--- config.mk ---
export PLATFORM = sky130hd
export DESIGN_NAME = fsm_updown_counter_arbiter
export DESIGN_NICKNAME = d
export VERILOG_FILES = /design/src/rtl/fsm_updown_counter_arbiter.sv
export SDC_FILE = /design/constraint.sdc
export NUM_CORES = 1
export LEC_CHECK = 0
export BUFFER_PORTS_ARGS = -buffer_cell sky130_fd_sc_hd__buf_2
export CAP_MARGIN = 20
export CORE_MARGIN = 2
export CORE_UTILIZATION = 45
export DETAILED_ROUTE_END_ITERATION = 7
export PLACE_DENSITY_LB_ADDON = 0.25
export SYNTH_ARGS = -nofsm -noshare
export SYNTH_HDL_FRONTEND = slang
export SYNTH_SLANG_ARGS = --single-unit
export TNS_END_PERCENT = 20
--- constraint.sdc ---
create_clock -name clk -period 1.8 [get_ports clk]
set_clock_uncertainty 0.1 [all_clocks]
set_input_delay 0.27 -clock clk [delete_from_list [all_inputs] [get_ports clk]]
set_output_delay 0.27 -clock clk [all_outputs]
set_load 0.05 [all_outputs]
--- src/rtl/fsm_updown_counter_arbiter.sv ---
// Two-requester round-robin arbiter that steers an external 2-bit up/down counter
// to a requested value along the shortest modulo-4 path, with a per-request step limit.
module fsm_updown_counter_arbiter #(
  parameter int STEP_LIMIT = 3
) (
  input  logic       clk,
  input  logic       rst_n,
  input  logic       req0_valid,
  input  logic       req1_valid,
  input  logic [1:0] req0_target,
  input  logic [1:0] req1_target,
  output logic       req0_ready,
  output logic       req1_ready,
  input  logic [1:0] cnt_q,
  output logic       cnt_en,
  output logic       cnt_dir,
  output logic       done,
  output logic       done_id,
  output logic       err,
  output logic       busy
);

  localparam int CW = (STEP_LIMIT < 1) ? 1 : $clog2(STEP_LIMIT + 1);

  typedef enum logic [1:0] {IDLE, MOVE, DONE, ERR} state_t;

  state_t        state;
  logic          ptr;
  logic [1:0]    tgt;
  logic          id;
  logic [CW-1:0] steps;

  logic       grant0;
  logic       grant1;
  logic       at_target;
  logic       limit_hit;
  logic [1:0] up_dist;

  // Grants are gated by rst_n so the ready outputs are 0 for the whole reset period.
  always_comb begin
    grant0    = rst_n && (state == IDLE) && req0_valid && (!req1_valid || !ptr);
    grant1    = rst_n && (state == IDLE) && req1_valid && (!req0_valid || ptr);
    at_target = (cnt_q == tgt);
    up_dist   = tgt - cnt_q;
    limit_hit = (steps == CW'(STEP_LIMIT));
    cnt_en    = (state == MOVE) && !at_target && !limit_hit;
    cnt_dir   = cnt_en && (up_dist <= 2'd2);
  end

  assign req0_ready = grant0;
  assign req1_ready = grant1;

  always_ff @(posedge clk or negedge rst_n) begin
    if (!rst_n) begin
      state   <= IDLE;
      ptr     <= 1'b0;
      tgt     <= 2'd0;
      id      <= 1'b0;
      steps   <= '0;
      done    <= 1'b0;
      done_id <= 1'b0;
      err     <= 1'b0;
      busy    <= 1'b0;
    end else begin
      done    <= 1'b0;
      err     <= 1'b0;
      done_id <= 1'b0;
      case (state)
        IDLE: begin
          if (grant0 || grant1) begin
            tgt   <= grant0 ? req0_target : req1_target;
            id    <= grant1;
            ptr   <= grant0;
            steps <= '0;
            busy  <= 1'b1;
            state <= MOVE;
          end
        end
        MOVE: begin
          // Reaching the target takes precedence, so a move finishing on the last
          // allowed step still completes rather than erroring.
          if (at_target) begin
            state   <= DONE;
            done    <= 1'b1;
            done_id <= id;
          end else if (limit_hit) begin
            state   <= ERR;
            err     <= 1'b1;
            done_id <= id;
          end else begin
            steps <= steps + CW'(1);
          end
        end
        DONE, ERR: begin
          busy  <= 1'b0;
          state <= IDLE;
        end
        default: begin
          busy  <= 1'b0;
          state <= IDLE;
        end
      endcase
    end
  end

endmodule

# ---- Word-level counts from Yosys, hierarchy flattened
# Cells that the tools add are included.
dict set report classes {
  add_sub_neg 2
  order_cmp 1
  eq_ne 9
  n_mux 19
  reduce_logical 24
}
# operator n
set ops {}
lappend ops {{$mux 2} 7}
lappend ops {{$mux 1} 9}
lappend ops {{$logic_and 1x1->1} 8}
lappend ops {{$eq 2x2->1 const B} 3}
lappend ops {{$pmux 2 s3} 1}
lappend ops {{$reduce_and 2->1} 3}
lappend ops {{$logic_not 1->1} 5}
lappend ops {{$ne 2x2->1 const B} 2}
lappend ops {{$pmux 2 s2} 1}
lappend ops {{$reduce_and 4->1} 1}
lappend ops {{$reduce_bool 2->1} 2}
lappend ops {{$logic_or 1x1->1} 3}
lappend ops {{$ne 3x3->1 const B} 1}
lappend ops {{$add 2x1->2 const B} 1}
lappend ops {{$eq 2x1->1 const B} 1}
lappend ops {{$eq 2x2->1} 1}
lappend ops {{$le 2x2->1 const B} 1}
lappend ops {{$logic_not 2->1} 1}
lappend ops {{$ne 2x1->1 const B} 1}
lappend ops {{$pmux 1 s2} 1}
lappend ops {{$reduce_or 2->1} 1}
lappend ops {{$sub 2x2->2} 1}
dict set report totals {
  regBits 12
  output_inout_bits 8
}

# ---- Depth between registers and ports, before layout
dict set report logic_depth {
  ltp_word 7
  ltp_mapped 4
}

# ---- Least setup slack after synthesis
# No wires, ideal clock.
dict set report synth_path {
  path_kind {reg-to-output}
  start {register tgt[0]}
  end {output cnt_dir}
  arrival_ns 1.812
  slack_ns -0.382
  path_stages_with_launch 5
  cell_sequence {dfrtp_1 -> inv_1 -> ha_1 -> a211oi_4 -> o21a_1}
}
dict set report synth_between {
  elab_chain_len 5
}
# element line_no
set synth_lines {}
lappend synth_lines {{from (decl)} 29} ;# logic [1:0] tgt;
lappend synth_lines {{from (signal assigned)} 71} ;# tgt <= grant0 ? req0_target : req1_target;
lappend synth_lines {{$eq 2x2->1} 43} ;# at_target = (cnt_q == tgt);
lappend synth_lines {{$logic_not 1->1} 46} ;# cnt_en = (state == MOVE) && !at_target && !limit_hit;
lappend synth_lines {{$logic_and 1x1->1 (2 in series)} 46}
lappend synth_lines {{net cnt_en} 15} ;# output logic cnt_en,
lappend synth_lines {{$logic_and 1x1->1} 47} ;# cnt_dir = cnt_en && (up_dist <= 2'd2);
lappend synth_lines {{to (decl)} 16} ;# output logic cnt_dir,
# The timed path passes the listed nets, and every way through them passes these cells.

# ---- Final worst setup path
dict set report layout_path {
  start {register tgt[0]}
  end {output cnt_dir}
}
dict set report layout_between {
  elab_chain_len 5
}
# element line_no
set layout_lines {}
lappend layout_lines {{branches (longest 4 deep; another with $sub 2x2->2)} n/a}
lappend layout_lines {{$logic_and 1x1->1 *} 47}
# Mark *: on every way between the ends.

==> impl_results.md <==
- Via count of the first global-routing pass: 410
- Worst Setup End Kind: output port
- Violated checks: setup timing
- DR DRC count: 0
- Commonest non-fill, non-tap cell in the layout: sky130_fd_sc_hd__buf_2
- Layout cells sized above 1: 48.10%
- Outcome: finished, violations left
- Synthesis-stage register bit count: 12
- Clk_lat worst skew: 0.27 ns
- Via/cell ratio: just over 5
- Switching share of total power: between 40% and 50%
- Layout net count: 92
- Rows: 13
- Worst setup SP type: flop
- Net count after synthesis: 63
- Number of detailed-route iterations in the first pass: 4
- Number of vias in the routed layout: 480
- Placed wire-length estimate: 899.3 microns
- Count of nets left with antenna violations after detail routing: 0
- Syn avg cell area: ~12 sq um
- First-pass GRT wire length: 1.780 mm
- Fill count: between 100 and 150
- Antenna diodes: 0
- Core box area: 0.001285 sq mm
- Area enclosed by the die boundary: 0.001671 sq mm
- Worst setup margin: -0.06104 ns
- Synth unique cells: 25
- Critical path fanouts, max: 4
- Area share of the largest cell type after synthesis: approximately half
- Internal cell power: 0.9156 mW
- Register share of total power: 28.1%
- Largest area contributor in the netlist: sky130_fd_sc_hd__dfrtp_1
- Final worst path period share: 103.4%
- Register area share after synthesis: 49.08%
- Pre-CTS WS: around 0.11 ns
- Syn. warnings: 0
- Clock-pin slew of the registers on the worst-case setup and hold paths: roughly 0.08 ns
- WL final: between 1 and 1.5 mm
- Max Transition Viols Final: 0
- Violation count after the first detailed-routing iteration: 14
- Rel. slew slack: about 75%
- Worst-case vdd ir drop: 1.113 mV
- Number of I/O port buffers: 17
- Share of total power in combinational logic: 58.8%
- Area growth from synthesis to layout: 40.29%
- Fin util: around two thirds
- Number of failing hold endpoints at the final stage: 0
- Maximum buffer depth of the clock tree: 2
- Net switching power: about 0.72 mW
- Hold Slack: 0.1647 ns
- Least-Margin Pin Slew: 0.3705 ns
- Commonest cells after routing, fill and taps aside: sky130_fd_sc_hd__buf_2 (13), sky130_fd_sc_hd__dfrtp_1 (12), sky130_fd_sc_hd__buf_4 (7), sky130_fd_sc_hd__mux2i_1 (4), sky130_fd_sc_hd__o21ai_0 (4)
- Routability Congestion: ~0.74
- Antenna violations before repair: 0
- Area of the mapped netlist: 611.8 sq um
- FF+latch area: 300.3 sq um
- Total Power: 1.636 mW
- GRT Residual Overflow: 0
- Overall die height: around 40 microns
- Part of the total power dissipated in the clock network: 13.1%
- Number of levels the H-tree was split into: 1
- Clk Tree Root Cell: sky130_fd_sc_hd__clkbuf_4
- Setup repair after global routing missed its margin: true
- Number of clock sinks: 12
- Shortest period the worst path allows: 1.861 ns
- Number of placed I/O pins: 18
- Setup-failing EPs final: 2
- Cell Pwr Density: 1906 mW/mm^2
- Largest net degree at the start of global routing: 8
- Horizontal extent of the die: 40.88 microns
- CP Class: reg2out
- Area occupied by multi-input gates: 326.6 sq um
- Hold/Removal Path Class: in2reg
- Average detailed-routed wire length per instance: 12.82 microns
- Max frequency: between 0.5 and 0.6 GHz
- Required @ worst endpoint: 1.43 ns
- Leading post-synthesis cells by cell area: sky130_fd_sc_hd__dfrtp_1 (49%), sky130_fd_sc_hd__mux2i_1 (6.5%), sky130_fd_sc_hd__ha_1 (4.1%)
- Worst EP arrival: 1.49 ns
- Clock tree from TritonCTS: built
- GRT Total Usage: 17.43%
- Cells after Synth: 51
- Leakage component of the power: about 0.44 nW
- Initial core utilization: 47.61%
- Number of clock buffers inserted by TritonCTS: 3
- Max-cap violations: 0
power groups by stage:
stage / clock (mW) / sequential, mW / combinational (mW)
2_1_floorplan: 0 / 0.553 / 0.581
3_3_place_gp: 0 / 0.463 / 0.855
3_5_place_dp: 0 / 0.466 / 0.865
4_1_cts: 0.221 / 0.460 / 0.930
5_1_grt: 0.236 / 0.476 / 1.03
6_report: 0.215 / 0.460 / 0.961
layout make-up:
class	instances	share of cell area (%)
multi-input combinational	36	38.05
sequential	12	34.99
timing repair buffer	24	19.24
clock buffer	4	4.227
tap	15	2.187
inverter	3	1.312
sequential cells by signal (all words and copies together), names as in the netlist:
signal,flops
state,2
id,1
steps,2
err,1
ptr,1
busy,1
tgt,2
done_id,1
done,1
path summary, 6_finish.rpt:
| kind | startpoint | to | slack [ns] | depth (start not counted) |
|---|---|---|---|---|
| setup / recovery | tgt[0]$_DFFE_PN0P_ | cnt_dir | -0.06 | 5 |
| hold / removal | req1_valid | ptr$_DFFE_PN0P_ | 0.16 | 2 |
| setup reg to reg | state[1]$_DFFE_PN0P_ | tgt[1]$_DFFE_PN0P_ | 0.19 | 5 |
| hold reg to reg | steps[0]$_DFFE_PN0P_ | steps[0]$_DFFE_PN0P_ | 0.38 | 1 |
| max in group asynchronous | rst_n | state[1]$_DFFE_PN0P_ | 0.94 | 3 |
| min in group asynchronous | rst_n | state[0]$_DFFE_PN0P_ | 0.31 | 2 |
layer usage:
layer | wire, microns | track usage, % | vias to the layer above | part of all wire, %
met5 | 0 | 0 | - | 0
met4 | 29 | 10.00 | 0 | 2.4
met3 | 71 | 5.435 | 5 | 5.9
met2 | 601 | 26.17 | 15 | 50
met1 | 502 | 21.77 | 224 | 42
li1 | - | - | 236 | -
cells by family (layout without fill, tap and decap cells):
group | Yosys count | in the layout | synth area share, %
compound gates | 14 | 14 | 16.77
flops | 12 | 12 | 49.08
simple gates | 12 | 12 | 13.30
mux | 6 | 6 | 10.84
buf+inv | 3 | 31 | 1.840
fa+ha+maj | 2 | 2 | 4.089
xor+xnor | 2 | 2 | 4.091
timing repair:
item,CTS,global route
resized for setup,7,3
pin swaps,1,1
hold endpoints to repair,12,0
gates cloned,0,0
setup endpoints to repair,4,4
hold buffers,1,0
setup buffers,0,2
critical path, stage by stage, from the launching register on:
cell and delay, ns:
sky130_fd_sc_hd__dfrtp_1 0.37, sky130_fd_sc_hd__inv_2 0.07, sky130_fd_sc_hd__ha_4 0.21, sky130_fd_sc_hd__a211oi_4 0.25, sky130_fd_sc_hd__o21a_4 0.17, sky130_fd_sc_hd__buf_8 0.14
synth_stat cells:
library cell and instances:
sky130_fd_sc_hd__nand2_1 2, sky130_fd_sc_hd__o21ai_0 4, sky130_fd_sc_hd__ha_1 2, sky130_fd_sc_hd__dfrtp_1 12, sky130_fd_sc_hd__a31oi_1 1, sky130_fd_sc_hd__o211a_1 1, sky130_fd_sc_hd__o21ai_1 1, sky130_fd_sc_hd__xor2_1 1
sky130_fd_sc_hd__mux2_4 1, sky130_fd_sc_hd__mux2i_1 4, sky130_fd_sc_hd__nand2b_1 1, sky130_fd_sc_hd__nor3b_4 1, sky130_fd_sc_hd__o21a_1 2, sky130_fd_sc_hd__a21oi_1 3, sky130_fd_sc_hd__and2_1 2, sky130_fd_sc_hd__and3_1 1
sky130_fd_sc_hd__nor3b_1 1, sky130_fd_sc_hd__inv_1 3, sky130_fd_sc_hd__mux2_1 1, sky130_fd_sc_hd__a21boi_2 1, sky130_fd_sc_hd__or3b_2 1, sky130_fd_sc_hd__a211oi_4 1, sky130_fd_sc_hd__xnor2_2 1, sky130_fd_sc_hd__nor2_1 2
sky130_fd_sc_hd__nor2b_1 1
per-stage QoR:
stage           TNS, ns  instance area, sq um  std cells
3_5_place_dp          0                 765.7         87
2_1_floorplan   -0.2344                 631.9         51
6_report       -0.06264                 858.3         94
4_1_cts         -0.1182                 833.3         92
3_3_place_gp          0                 765.7         87
5_1_grt         -0.2483                 858.3         94
Note: power is estimated with default switching activity, not from simulation.
